<file path="src/rtl/mmio_pkg.sv">
// mmio_pkg: shared definitions for the memory-mapped I/O port.
//   - byte offsets of every register inside the 32-byte window
//   - word indices derived from those offsets (a[4:2])
//   - TCTRL bit positions
//   - 3-bit register-index type
package mmio_pkg;

    typedef logic [2:0] reg_idx_t;

    localparam logic [4:0] LEDR_OFS   = 5'h00;
    localparam logic [4:0] SWR_OFS    = 5'h04;
    localparam logic [4:0] SWCHG_OFS  = 5'h08;
    localparam logic [4:0] TLOAD_OFS  = 5'h0C;
    localparam logic [4:0] TCOUNT_OFS = 5'h10;
    localparam logic [4:0] TCTRL_OFS  = 5'h14;
    localparam logic [4:0] TSTAT_OFS  = 5'h18;

    // Word index of each register, as seen on a[4:2]
    localparam reg_idx_t LEDR_IDX   = LEDR_OFS[4:2];
    localparam reg_idx_t SWR_IDX    = SWR_OFS[4:2];
    localparam reg_idx_t SWCHG_IDX  = SWCHG_OFS[4:2];
    localparam reg_idx_t TLOAD_IDX  = TLOAD_OFS[4:2];
    localparam reg_idx_t TCOUNT_IDX = TCOUNT_OFS[4:2];
    localparam reg_idx_t TCTRL_IDX  = TCTRL_OFS[4:2];
    localparam reg_idx_t TSTAT_IDX  = TSTAT_OFS[4:2];

    localparam int TCTRL_EN   = 0;
    localparam int TCTRL_AUTO = 1;

endpackage

</file>
<file path="src/rtl/mmio_io_port_sw_sync.sv">
// sw_sync: brings asynchronous switch inputs into the clk domain.
//   clk, reset : clock and asynchronous active-high reset
//   d          : raw switch inputs
//   q          : synchronized switch value (second synchronizer flop)
//   chg        : per-bit pulse, high for one cycle after q changes
module sw_sync #(
    parameter int W = 4
) (
    input  logic         clk,
    input  logic         reset,
    input  logic [W-1:0] d,
    output logic [W-1:0] q,
    output logic [W-1:0] chg
);

    logic [W-1:0] meta_r;
    logic [W-1:0] sync_r;
    logic [W-1:0] prev_r;

    // Two-flop synchronizer followed by the previous-value register
    always_ff @(posedge clk or posedge reset) begin
        if (reset) begin
            meta_r <= '0;
            sync_r <= '0;
            prev_r <= '0;
        end else begin
            meta_r <= d;
            sync_r <= meta_r;
            prev_r <= sync_r;
        end
    end

    assign q   = sync_r;
    // Both operands are flops, so the pulse is glitch-free and lasts one cycle
    assign chg = sync_r ^ prev_r;

endmodule

</file>
<file path="src/rtl/mmio_io_port.sv">
// mmio_io_port: memory-mapped I/O responder beside dmem.
//   clk, reset : processor clock, asynchronous active-high reset
//   we, a, wd  : store strobe, byte address and store data from the memory stage
//   rd, sel    : combinational load data and window hit (top muxes rd over dmem)
//   SW         : raw asynchronous switch inputs
//   LED        : LED register contents
// Holds the LED register, switch value/change flags and a 32-bit
// down-counting timer with optional auto-reload.
module mmio_io_port
    import mmio_pkg::*;
#(
    parameter logic [31:0] BASE_ADDR = 32'h0000_0400,
    parameter int          LED_W     = 10,
    parameter int          SW_W      = 4
) (
    input  logic             clk,
    input  logic             reset,
    input  logic             we,
    input  logic [31:0]      a,
    input  logic [31:0]      wd,
    output logic [31:0]      rd,
    output logic             sel,
    input  logic [SW_W-1:0]  SW,
    output logic [LED_W-1:0] LED
);

    logic             sel_s;
    reg_idx_t         idx_s;
    logic             unused_s;
    logic [SW_W-1:0]  sw_val_s;
    logic [SW_W-1:0]  sw_chg_s;

    logic             wr_ledr_s, wr_swchg_s, wr_tload_s, wr_tctrl_s, wr_tstat_s;

    logic [LED_W-1:0] led_r, led_n_s;
    logic [SW_W-1:0]  swchg_r, swchg_n_s;
    logic [31:0]      tload_r, tload_n_s;
    logic [31:0]      tcount_r, tcount_n_s;
    logic             en_r, en_n_s;
    logic             auto_r, auto_n_s;
    logic             exp_r, exp_n_s;
    logic             exp_set_s, en_clr_s;
    logic [31:0]      rd_s;

    assign sel_s    = (a[31:5] == BASE_ADDR[31:5]);
    assign idx_s    = a[4:2];
    // Byte lanes within a word are not distinguished
    assign unused_s = ^a[1:0];

    assign wr_ledr_s  = we && sel_s && (idx_s == LEDR_IDX);
    assign wr_swchg_s = we && sel_s && (idx_s == SWCHG_IDX);
    assign wr_tload_s = we && sel_s && (idx_s == TLOAD_IDX);
    assign wr_tctrl_s = we && sel_s && (idx_s == TCTRL_IDX);
    assign wr_tstat_s = we && sel_s && (idx_s == TSTAT_IDX);

    sw_sync #(.W(SW_W)) u_sw_sync (
        .clk   (clk),
        .reset (reset),
        .d     (SW),
        .q     (sw_val_s),
        .chg   (sw_chg_s)
    );

    // Next-state logic for the register file and timer
    always_comb begin
        led_n_s    = led_r;
        swchg_n_s  = swchg_r;
        tload_n_s  = tload_r;
        tcount_n_s = tcount_r;
        en_n_s     = en_r;
        auto_n_s   = auto_r;
        exp_n_s    = exp_r;
        exp_set_s  = 1'b0;
        en_clr_s   = 1'b0;

        if (wr_ledr_s) begin
            led_n_s = wd[LED_W-1:0];
        end else begin
            led_n_s = led_r;
        end

        // Hardware set is OR-ed in after the clear so it wins a collision
        if (wr_swchg_s) begin
            swchg_n_s = (swchg_r & ~wd[SW_W-1:0]) | sw_chg_s;
        end else begin
            swchg_n_s = swchg_r | sw_chg_s;
        end

        if (wr_tload_s) begin
            tload_n_s = wd;
        end else begin
            tload_n_s = tload_r;
        end

        // A TLOAD write overrides decrement, reload and the EN auto-clear
        if (wr_tload_s) begin
            tcount_n_s = wd;
        end else if (en_r && (tcount_r != 32'd0)) begin
            tcount_n_s = tcount_r - 32'd1;
            exp_set_s  = (tcount_r == 32'd1);
        end else if (en_r && auto_r) begin
            tcount_n_s = tload_r;
        end else if (en_r) begin
            en_clr_s   = 1'b1;
        end else begin
            tcount_n_s = tcount_r;
        end

        if (wr_tctrl_s) begin
            en_n_s   = wd[TCTRL_EN];
            auto_n_s = wd[TCTRL_AUTO];
        end else if (en_clr_s) begin
            en_n_s   = 1'b0;
        end else begin
            en_n_s   = en_r;
        end

        if (exp_set_s) begin
            exp_n_s = 1'b1;
        end else if (wr_tstat_s && wd[0]) begin
            exp_n_s = 1'b0;
        end else begin
            exp_n_s = exp_r;
        end
    end

    // State registers
    always_ff @(posedge clk or posedge reset) begin
        if (reset) begin
            led_r    <= '0;
            swchg_r  <= '0;
            tload_r  <= 32'd0;
            tcount_r <= 32'd0;
            en_r     <= 1'b0;
            auto_r   <= 1'b0;
            exp_r    <= 1'b0;
        end else begin
            led_r    <= led_n_s;
            swchg_r  <= swchg_n_s;
            tload_r  <= tload_n_s;
            tcount_r <= tcount_n_s;
            en_r     <= en_n_s;
            auto_r   <= auto_n_s;
            exp_r    <= exp_n_s;
        end
    end

    // Combinational load-data mux; zero outside the window and at reserved offsets
    always_comb begin
        rd_s = 32'd0;
        if (sel_s) begin
            case (idx_s)
                LEDR_IDX:   rd_s = {{(32-LED_W){1'b0}}, led_r};
                SWR_IDX:    rd_s = {{(32-SW_W){1'b0}}, sw_val_s};
                SWCHG_IDX:  rd_s = {{(32-SW_W){1'b0}}, swchg_r};
                TLOAD_IDX:  rd_s = tload_r;
                TCOUNT_IDX: rd_s = tcount_r;
                TCTRL_IDX:  rd_s = {30'd0, auto_r, en_r};
                TSTAT_IDX:  rd_s = {31'd0, exp_r};
                default:    rd_s = 32'd0;
            endcase
        end else begin
            rd_s = 32'd0;
        end
    end

    assign rd  = rd_s;
    assign sel = sel_s;
    assign LED = led_r;

endmodule

</file>
<file path="config.mk">
export PLATFORM = sky130hd
export DESIGN_NAME = mmio_io_port
export DESIGN_NICKNAME = d
export VERILOG_FILES = /design/src/rtl/mmio_pkg.sv /design/src/rtl/mmio_io_port_sw_sync.sv /design/src/rtl/mmio_io_port.sv
export SDC_FILE = /design/constraint.sdc
export NUM_CORES = 1
export LEC_CHECK = 0
export BUFFER_PORTS_ARGS = -buffer_cell sky130_fd_sc_hd__buf_2
export CORE_ASPECT_RATIO = 0.75
export CORE_MARGIN = 4
export CORE_UTILIZATION = 54
export CTS_BUF_LIST = sky130_fd_sc_hd__clkbuf_8 sky130_fd_sc_hd__clkbuf_16
export DETAILED_ROUTE_END_ITERATION = 6
export PLACE_DENSITY = 0.81
export SLEW_MARGIN = 20
export SYNTH_ARGS = -nofsm -noshare
export SYNTH_HDL_FRONTEND = slang
export SYNTH_SLANG_ARGS = --single-unit
</file>
<file path="constraint.sdc">
create_clock -name clk -period 7.65 [get_ports clk]
set_input_delay 0.3825 -clock clk [delete_from_list [all_inputs] [get_ports clk]]
set_output_delay 0.3825 -clock clk [all_outputs]
set_load 0.03 [all_outputs]
</file>
======== Word-level counts from Yosys, hierarchy flattened ========
Cells that the tools add are included.
W data, S select, Z words.
word-level totals
  bits in registers ....................... 93
  bits of input ports ..................... 71
  output and inout bits ................... 43
  logic and storage cells ................. 54
cells by class
  add/sub/neg operators ................... 1
  eq/ne operators ......................... 8
  muxes and demuxes ....................... 16
  bitwise operators ....................... 5
  reductions and logical operators ........ 14
operators by type and width
  kind                     count
  $pmux W32 S7             1
  $mux W32                 4
  $eq A32 B1 Y1 const B    1
  $reduce_bool A32 Y1      1
  $sub A32 B1 Y32 const B  1
  $eq A27 B6 Y1 const B    1
  $mux W1                  10
  $eq A3 B3 Y1 const B     3
  $logic_and A1 B1 Y1      9
  $or A4 B4 Y4             2
  $eq A3 B2 Y1 const B     2
  $and A4 B4 Y4            1
  $mux W4                  1
  $not A4 Y4               1
  $reduce_bool A2 Y1       2
  $xor A4 B4 Y4            1
  $eq A3 B1 Y1 const B     1
  $logic_not A3 Y1         1
  $reduce_bool A3 Y1       1

======== Longest topological paths before layout ========
Gate-level depths: netlist of run 1.
  word-level depth ........................ 6
  gate-level depth with buffers ........... 10
  mapped depth without buffers ............ 8

======== Hierarchy ========
From an unflattened synthesis of run 1, not the netlist that was laid out.
second synthesis, totals
  cells, all modules ...................... 611
  area total of the unflattened synthesis .. 5496.5 um^2
modules (own cells, without submodules)
  module        instances  cells an instance  area an instance (um^2)  seq. area each (um^2)
  mmio_io_port  1          594                5157.4                   2026.9
  sw_sync       1          17                 339.1                    300.3

======== Worst setup path after synthesis of run 1 ========
OpenSTA, ideal clock, no wires.
  path kind ............................... in2out
  from .................................... input port a[7]
  to ...................................... output port rd[10]
  arrival time ............................ 2.387 ns
  data required time ...................... 7.267 ns
  setup slack ............................. 4.880 ns
  cell stages on the path ................. 6
  buffers on the path ..................... 1
  cell sequence ........................... nor4b_1 > nand4_1 > nor3_2 > nand2_1 > clkbuf_1 > nor2_1
between the ends
  longest elaborated chain between the ends .. 2
RTL lines
  item                line                 RTL
  start: declaration  mmio_io_port.sv:19   input logic [31:0] a,
  $eq A27 B6 Y1       mmio_io_port.sv:45   assign sel_s = (a[31:5] == BASE_ADDR[31:5]);
  via sel             mmio_io_port.sv:22   output logic sel,
  $mux W32            mmio_io_port.sv:151  if (sel_s) begin
  end: declaration    mmio_io_port.sv:21   output logic [31:0] rd,
The timed path passes the listed nets, and every way through them passes these cells.

======== Worst setup path after layout of run 1 ========
  from .................................... register tcount_r[23]
  to ...................................... register tcount_r[14]
between the ends
  longest elaborated chain between the ends .. 4
  elaborated cells between the ends (all ways) .. 5
  classes of those cells .................. mux (2); reduce/logical (3)
RTL lines
  item                      line                 RTL
  start: declaration        mmio_io_port.sv:38   logic [31:0] tcount_r, tcount_n_s;
  start signal: assignment  mmio_io_port.sv:141  tcount_r <= tcount_n_s;
  $reduce_bool A32 Y1 (*)   mmio_io_port.sv:98   end else if (en_r && (tcount_r != 32'd0)) begin
  $logic_and A1 B1 Y1 (*)   mmio_io_port.sv:98
  $mux W32                  mmio_io_port.sv:98
  $mux W32                  mmio_io_port.sv:96   if (wr_tload_s) begin
Mark *: on every way between the ends. The rest lies on a longest branch, timed or not.
A chain may end at the register's enable or synchronous reset.

==> flow_summary.json, run 1 <==
{
  "outcome": "completed",
  "htree_num_levels": 3,
  "async_reset_ff_share_pct": 100,
  "maxCapViolCount": 0,
  "hold_viol_final": 0,
  "grt_usage_pct": 27.1,
  "hpwl_um": 10600,
  "cts_hold_buf": 0,
  "grt_pass1_vias": 5108,
  "nets": 777,
  "start_kind": "flip-flop",
  "vias_per_cell": 6.31,
  "yosysSeqAreaShare_pct": 43.2,
  "wl_per_cell_um": 18.4,
  "final_area_mm2": 0.00631,
  "crit_arrival_ns": 3.60,
  "ff2ff_path_depth": 7,
  "p_leak_nw": 3.10,
  "netlist_area_mm2": 0.00538,
  "clock-sinks": 93,
  "dpl_worst_slack_ns": 4.26,
  "n_antenna_cell": 0,
  "drt-initial-drc-count": 478,
  "power_density_mw_per_mm2": 163,
  "grt_pass1_wl_um": 25100,
  "cts_root_buf": "clkbuf_16",
  "ys_ff_latch": 93,
  "die_x_um": 123,
  "clk_latency_ns": 0.35,
  "tightestPinTransition_ns": 0.965,
  "area_growth_pct": 17.2,
  "post_cts_buffers": 0,
  "register_area_mm2": 0.00233,
  "floorplan.initialDensity_pct": 55.5,
  "place_inst": 824,
  "min_period_over_period_pct": 44.1,
  "numCtsBuffers": 9,
  "finClkSkew_ns": 0.00883,
  "antenna_found_initial": 0,
  "grt_max_degree": 61,
  "crit_type": "flip-flop to flip-flop",
  "grt_setup_unrepaired": "no",
  "core-area_mm2": 0.00970,
  "final_cells": 839,
  "gp_congestion": 0.935,
  "io_pins": 114,
  "rows": 31,
  "finalSetupViolCount": 0,
  "period_needed_ns": 3.37,
  "syn_nets": 686,
  "ant_nets": 0,
  "multi_input_area_mm2": 0.00285,
  "path_max_fanout": 23,
  "rrSetupSlack_ns": 4.28,
  "drv_slew": 0,
  "synth_ff_type": "dfrtp_1",
  "num-fill-cells": 817,
  "r2r-start": "tcount_r[23]",
  "placed_area_mm2": 0.00599,
  "synth.avg_cell_area_um2": 8.80,
  "synth_cells": 612,
  "clkTransAtPathRegs_ns": 0.07,
  "route.detailed.drc": 0,
  "relSlewSlack_pct": 35.7,
  "die_area_mm2": 0.0116,
  "io_buffers": 111,
  "layout_setup_ws_ns": 4.28,
  "fin_total_pwr_mw": 1.03,
  "fmax_mhz": 297,
  "die_h_um": 94.5,
  "yosysUniqueCellTypes": 65,
  "drive_gt1_share_pct": 24.5,
  "vdd_drop_max_v": 0.000130,
  "ctsResizeCount": 0,
  "totalWireLength_um": 15400,
  "cp-end-kind": "flip-flop",
  "firstDrtPassIters": 6,
  "hold_class": "input pin to asynchronous set/reset pin",
  "grt_overflow": 0,
  "finalSetupTns_ns": 0,
  "cts_tree": "built",
  "yosys_warnings": 0,
  "regToRegEndpoint": "tcount_r[14]",
  "clockBufferDepth": 2,
  "synth_edf_count": 0,
  "vias": 5290,
  "required_ns": 7.88
}
-- cell type report --
| class | instances | area share (%) |
|---|---|---|
| timing repair buffer | 118 | 9.63 |
| tap | 132 | 2.62 |
| sequential | 93 | 36.9 |
| multi-input combinational | 470 | 45.2 |
| clock inverter | 5 | 1.21 |
| clock buffer | 10 | 3.79 |
| inverter | 11 | 0.674 |
-- metal layers --
| layer | GRT usage [%] | wire length [um] | vias to the layer above |
|---|---|---|---|
| li1 | - | - | 2404 |
| met1 | 38.6 | 6520 | 2543 |
| met5 | 0 | 0 | - |
| met4 | 8.94 | 283 | 0 |
| met3 | 5.81 | 1560 | 37 |
| met2 | 41.4 | 7050 | 306 |
-- worst max-delay path, stage by stage, from the launching register on --
cell and delay [ns]:
dfrtp_1 0.45, nor4_1 0.68, and4_1 0.38, and4_1 0.79, nor3_2 0.24, buf_4 0.30
a222oi_1 0.30, o21ai_1 0.10
-- worst max-delay path by stage --
stage                 start            to  cells after the start
4_1_cts                a[7]         rd[4]                      7
2_1_floorplan         reset        LED[0]                      1
6_report       tcount_r[23]  tcount_r[14]                      7
3_5_place_dp           a[4]  tcount_r[16]                      8
5_1_grt        tcount_r[23]  tcount_r[16]                      7
3_3_place_gp           a[4]  tcount_r[16]                      8
-- layout by cell type, fill, tap and decap left out, drive strengths merged, types with 5 or more instances in the layout --
cell and count:
a21oi 8, a221o 5, a22oi 40, and2 6
and3 7, buf 118, clkbuf 10, dfrtp 93
inv 11, mux2 20, mux2i 5, nand2 130
nand2b 6, nand3 24, nand4 16, nor2 61
nor3 13, nor4 23, o211ai 7, o21ai 20
or4 7, xnor2 6, xor2 12
-- report_power, final --
| part | internal (mW) | total (mW) | switching [mW] |
|---|---|---|---|
| sequential | 0.495 | 0.497 | 0.00199 |
| clock | 0.292 | 0.481 | 0.189 |
| combinational | 0.0207 | 0.0513 | 0.0307 |
| total | 0.807 | 1.03 | 0.222 |
-- state kept, by name, summed over array words and instances (netlist names) --
name and flops:
auto_r 1, LED 10, tcount_r 32, u_sw_sync.meta_r 4, exp_r 1, en_r 1
swchg_r 4, u_sw_sync.prev_r 4, u_sw_sync.q 4, tload_r 32
-- synth_stat cells (5+ instances only) --
library cell	instances	area (um2)
and2_1	5	31.3
or4_1	5	37.5
a22oi_1	39	293
dfrtp_1	93	2330
nor3_1	11	55.1
nand2_1	130	488
a21oi_1	5	25.0
xnor2_1	6	52.6
and3_1	7	43.8
o21ai_0	18	90.1
inv_1	11	41.3
o211ai_1	6	45.0
a221o_1	5	50.1
clkbuf_1	29	109
nand3_1	23	115
nand2b_1	6	37.5
mux2_2	20	225
nor2_1	61	229
nand4_1	15	93.8
nor4_1	21	131
xor2_1	12	105
mux2i_1	5	50.1
-- per-stage QoR --
step / hold slack (ns) / utilization (%)
final: 0.0796 / 65.1
after global routing: 0.121 / 65.1
after CTS: 0.0978 / 65.0
after detailed placement: 0.336 / 61.8
after global placement: 0.336 / 61.8
after floorplan: 0.331 / -
-- cells by family after synthesis --
logic type	after synthesis	share of synthesized area, %
compound gates	105	14.6
xor+xnor	18	2.93
fa+ha+maj	3	0.697
buf+inv	49	4.18
flops	93	43.2
mux	26	5.53
simple gates	318	28.8
Power figures use the tool's default switching activity.
==> inputs of run 2 (changes only) <==
--- a/config.mk
+++ b/config.mk
@@ -8,10 +8,10 @@
 export BUFFER_PORTS_ARGS = -buffer_cell sky130_fd_sc_hd__buf_2
 export CORE_ASPECT_RATIO = 0.75
 export CORE_MARGIN = 4
-export CORE_UTILIZATION = 54
+export CORE_UTILIZATION = 50
 export CTS_BUF_LIST = sky130_fd_sc_hd__clkbuf_8 sky130_fd_sc_hd__clkbuf_16
 export DETAILED_ROUTE_END_ITERATION = 6
-export PLACE_DENSITY = 0.81
+export PLACE_DENSITY = 0.79
 export SLEW_MARGIN = 20
 export SYNTH_ARGS = -nofsm -noshare
 export SYNTH_HDL_FRONTEND = slang
==> constraint.sdc (replaced) <==
create_clock -name clk -period 2.7 [get_ports clk]
set_input_delay 0.135 -clock clk [delete_from_list [all_inputs] [get_ports clk]]
set_output_delay 0.135 -clock clk [all_outputs]
set_load 0.03 [all_outputs]
==> run 2 against run 1 <==
  * Largest power group unchanged
  * Clock-buffer cell count is 2 higher
  * Critical path type unchanged
  * Largest cell class unchanged
  * Fmax rose by 29%
  * First-iteration DRC count is 29% higher
  * Die area is 7.4% higher
  * Clock power rose to 2.7 times the previous value
  * Sequential share of layout area down 1.7 points
  * Global-route usage is 2.0 points lower
==> flow_summary.json, run 2 (synthesis gave the netlist of run 1 again) <==
{
  "outcome": "completed",
  "die_area_mm2": 0.0125,
  "critPathSlowestCell": "or4_4",
  "htree_num_levels": 3,
  "min_period_over_period_pct": 96.4,
  "required_ns": 2.99,
  "place_inst": 857,
  "io_pins": 114,
  "num-fill-cells": 907,
  "area_growth_pct": 23.0,
  "crit_arrival_ns": 2.89,
  "hpwl_um": 11300,
  "hold_viol_final": 0,
  "finalSetupViolCount": 0,
  "rows": 32,
  "mostFrequentLayoutCell": "nand2_1",
  "grt_overflow": 0,
  "clock-sinks": 93,
  "cp-end-kind": "flip-flop",
  "die_h_um": 97.9,
  "n_antenna_cell": 0,
  "numCtsBuffers": 9,
  "ctsResizeCount": 0,
  "vias": 5398,
  "die_x_um": 128,
  "crit_type": "flip-flop to flip-flop",
  "cp_slowest_stage_delay_ns": 0.58,
  "hold_class": "input pin to flip-flop",
  "final_cells": 879,
  "floorplan.initialDensity_pct": 51.7,
  "tightestPinTransition_ns": 0.829,
  "power_density_mw_per_mm2": 436,
  "antenna_found_initial": 0,
  "gp_congestion": 0.965,
  "grt_pass1_wl_um": 25900,
  "final_cell_mix": "nand2_1 (130), buf_2 (111), dfrtp_1 (93)",
  "fmax_mhz": 384,
  "wl_per_cell_um": 17.9,
  "clk_latency_ns": 0.35,
  "core-area_mm2": 0.0104,
  "firstDrtPassIters": 5,
  "grt_max_degree": 94,
  "drv_slew": 0,
  "ant_nets": 0,
  "nets": 812,
  "path_max_fanout": 20,
  "period_needed_ns": 2.60,
  "multi_input_area_mm2": 0.00285,
  "finalSetupTns_ns": 0,
  "finClkSkew_ns": 0.00577,
  "crit_path_frequent_cell": "or4_4",
  "drt-initial-drc-count": 615,
  "clkTransAtPathRegs_ns": 0.07,
  "maxCapViolCount": 0,
  "relSlewSlack_pct": 44.5,
  "cts_root_buf": "clkbuf_16",
  "totalWireLength_um": 15700,
  "io_buffers": 111,
  "drive_gt1_share_pct": 27.3,
  "vias_per_cell": 6.14,
  "vdd_drop_max_v": 0.000296,
  "route.detailed.drc": 0,
  "clockBufferDepth": 2,
  "grt_setup_unrepaired": "no",
  "grt_usage_pct": 25.2,
  "grt_pass1_vias": 5285,
  "p_leak_nw": 3.28,
  "register_area_mm2": 0.00233,
  "cts_tree": "built",
  "crit_chain": "or4_4 > or4_4 > o41ai_2 > and2_1 > buf_12 > a222oi_1 > nand2_1",
  "start_kind": "flip-flop"
}
run 2: final cells by class:
| class | instances | share of cell area, % |
|---|---|---|
| flip-flops and latches | 93 | 35.2 |
| well taps | 136 | 2.57 |
| inverters | 11 | 0.643 |
| multi-input cells | 470 | 43.0 |
| clock inverters | 4 | 0.680 |
| repair buffers | 153 | 13.9 |
| clock buffers | 12 | 4.03 |
run 2: worst max-delay path: cells and delay by family (launching register included):
kind / cells / cell delay (ns)
and+or+nand+nor: 4 / 1.47
DFF: 1 / 0.38
buffers and inverters: 1 / 0.18
AOI/OAI and AO/OA: 2 / 0.50
run 2: path summary, 6_finish.rpt:
path | startpoint | end | slack, ns | cells after the start
min in group asynchronous | reset | tload_r[30] | 0.43 | 4
setup / recovery | tcount_r[4] | tcount_r[16] | 0.1 | 7
hold reg to reg | u_sw_sync.meta_r[1] | u_sw_sync.q[1] | 0.35 | 0
max in group asynchronous | reset | tload_r[16] | 1.87 | 4
setup reg to reg | tcount_r[4] | tcount_r[16] | 0.1 | 7
hold / removal | wd[30] | tload_r[30] | 0.006 | 3
run 2: layer usage:
metal | global-route usage [%] | part of all wire (%) | wire [um]
met2 | 38.7 | 46 | 7310
met4 | 6.69 | 1.1 | 170
met5 | 0 | 0 | 0
met1 | 35.5 | 43 | 6810
met3 | 6.45 | 9.2 | 1460
run 2: what timing repair did:
item | 4_1_cts | 5_1_grt
setup endpoints to repair | 0 | 0
setup buffers | 0 | 0
endpoints found under the hold margin | 98 | 0
hold buffers | 6 | 0
run 2: per-stage QoR:
stage / power [mW] / setup WS, ns / hold slack, ns / utilization, % / cell area, um2
global route: 2.98 / 0.0202 / 0.0144 / 63.6 / 6620
global placement: 1.58 / 0.195 / 0.243 / 60.0 / 6250
finish: 2.89 / 0.0962 / 0.00579 / 63.6 / 6620
floorplan: 1.50 / 0.145 / 0.166 / - / 5380
detailed placement: 1.58 / 0.127 / 0.245 / 60.0 / 6250
CTS: 2.91 / 0.103 / 0.000983 / 63.6 / 6620
run 2: report_power, final:
part           total, mW  switching [mW]  internal [mW]
clock network       1.32           0.534          0.789
logic              0.157          0.0880         0.0690
registers           1.41         0.00537           1.40
==> inputs of run 3 (changes only) <==
--- a/config.mk
+++ b/config.mk
@@ -11,7 +11,7 @@
 export CORE_UTILIZATION = 50
 export CTS_BUF_LIST = sky130_fd_sc_hd__clkbuf_8 sky130_fd_sc_hd__clkbuf_16
 export DETAILED_ROUTE_END_ITERATION = 6
-export PLACE_DENSITY = 0.79
+export PLACE_DENSITY = 0.85
 export SLEW_MARGIN = 20
 export SYNTH_ARGS = -nofsm -noshare
 export SYNTH_HDL_FRONTEND = slang
==> run 3 against run 2 <==
  * The run now ends with design-rule violations left
  * Non-clock buffer count grew 29
  * Sequential share of layout area is 0.96 points lower
  * Worst setup slack improved by 0.033 ns
  * Cell count grew 3.3%
  * First-iteration DRC count rose by 37%
  * Cell area is 2.8% higher
  * Via count increased by 2.8%
  * Routed wire length increased by 8.1%
  * Register-to-register slack improved by 0.03 ns
  * Utilization increased by 1.8 points
==> flow_summary.json, run 3 (synthesis gave the netlist of run 1 again) <==
{
  "grt_pass1_wl_um": 27800,
  "place_inst": 887,
  "cp-end-kind": "flip-flop",
  "min_period_over_period_pct": 95.2,
  "crit_type": "flip-flop to flip-flop",
  "r2r-start": "tcount_r[4]",
  "placed_area_mm2": 0.00645,
  "io_pins": 114,
  "numCtsBuffers": 9,
  "fin_util_pct": 65.4,
  "whs_path_depth": 3,
  "relSlewSlack_pct": 42.2,
  "drive_gt1_share_pct": 30.2,
  "ff2ff_path_depth": 7,
  "tightestPinTransition_ns": 0.865,
  "post_cts_buffers": 0,
  "final_cell_mix": "nand2_1 (130), buf_2 (111), dfrtp_1 (93)",
  "die_area_mm2": 0.0125,
  "crit_start": "tcount_r[4]",
  "die_x_um": 128,
  "fin_hold_ws_ns": 0.00412,
  "maxCapViolCount": 0,
  "power_density_mw_per_mm2": 420,
  "area_growth_pct": 26.4,
  "core-area_mm2": 0.0104,
  "vias": 5548,
  "clkTransAtPathRegs_ns": 0.07,
  "antenna_found_initial": 0,
  "die_h_um": 97.9,
  "crit_arrival_ns": 2.84,
  "hold_viol_final": 0,
  "min_to": "tload_r[10]",
  "required_ns": 2.97,
  "register_area_mm2": 0.00233,
  "multi_input_area_mm2": 0.00285,
  "cp_slowest_stage_delay_ns": 0.57,
  "mostFrequentLayoutCell": "nand2_1",
  "vdd_drop_max_v": 0.000358,
  "rrSetupSlack_ns": 0.13,
  "firstDrtPassIters": 7,
  "layout_setup_ws_ns": 0.129,
  "crit_chain": "or4_4 > or4_4 > o41ai_2 > and2_4 > buf_4 > a21oi_2 > o21ai_1",
  "ant_nets": 0,
  "regToRegEndpoint": "tcount_r[8]",
  "violations": "design-rule violations",
  "vias_per_cell": 6.11,
  "htree_num_levels": 3,
  "min_from": "wd[10]",
  "fin_total_pwr_mw": 2.86,
  "crit_path_frequent_cell": "or4_4",
  "nets": 841,
  "rows": 32,
  "grt_max_degree": 35,
  "grt_overflow": 0,
  "num-fill-cells": 848,
  "wl_per_cell_um": 18.7,
  "finalSetupViolCount": 0,
  "clockBufferDepth": 2,
  "totalWireLength_um": 17000,
  "drv_slew": 0,
  "final_area_mm2": 0.00681,
  "grt_setup_unrepaired": "no",
  "clk_latency_ns": 0.35,
  "grt_usage_pct": 27.2,
  "n_antenna_cell": 0,
  "fmax_mhz": 389,
  "start_kind": "flip-flop",
  "hpwl_um": 12300,
  "period_needed_ns": 2.57,
  "final_cells": 908,
  "io_buffers": 111,
  "route.detailed.drc": 2,
  "path_max_fanout": 11,
  "gp_congestion": 0.900,
  "outcome": "finished with violations",
  "finClkSkew_ns": 0.00952,
  "p_leak_nw": 3.42,
  "cts_tree": "built",
  "drt-initial-drc-count": 845,
  "cts_root_buf": "clkbuf_16",
  "grt_pass1_vias": 5639,
  "dpl_worst_slack_ns": 0.130,
  "hold_class": "input pin to flip-flop",
  "finalSetupTns_ns": 0,
  "floorplan.initialDensity_pct": 51.7,
  "clock-sinks": 93,
  "critPathSlowestCell": "or4_4"
}
[run 3: where the power goes]
group | switching [mW] | internal (mW) | leakage (nW)
registers | 0.00532 | 1.40 | 1.21
logic | 0.0905 | 0.0677 | 2.06
clock network | 0.571 | 0.723 | 0.148
total | 0.667 | 2.19 | 3.42
[run 3: area by class of cell]
cell class,instances,share of cell area [%]
multi-input cells,470,41.9
flip-flops and latches,93,34.2
repair buffers,182,16.4
clock buffers,9,3.31
well taps,136,2.50
clock inverters,7,1.07
inverters,11,0.625
[run 3: worst max-delay path by stage]
stage | to | slack (ns) | cells past startpoint
3_3_place_gp | tcount_r[27] | 0.14 | 7
5_1_grt | tcount_r[20] | 0.04 | 8
3_5_place_dp | tcount_r[8] | 0.13 | 7
4_1_cts | tcount_r[8] | 0.10 | 7
2_1_floorplan | LED[0] | 0.14 | 1
6_report | tcount_r[8] | 0.13 | 7
[run 3: worst max-delay path, delay by kind of cell (launching register included)]
kind / cells / cell delay [ns]
buffers and inverters: 1 / 0.20
and+or+nand+nor: 3 / 1.35
AOI/OAI and AO/OA: 3 / 0.56
DFF: 1 / 0.38
[run 3: layer usage]
layer / part of all wire, % / track usage (%) / up-vias
li1: - / - / 2534
met1: 42 / 37.5 / 2639
met2: 47 / 43.1 / 346
met3: 9.5 / 6.23 / 29
met4: 1.4 / 7.75 / 0
met5: 0 / 0 / -
[run 3: what timing repair did]
| action | 4_1_cts | 5_1_grt |
|---|---|---|
| endpoints found under the setup margin | 0 | 6 |
| endpoints found under the hold margin | 34 | 0 |
| hold buffers | 5 | 0 |
| resized for setup | 0 | 1 |
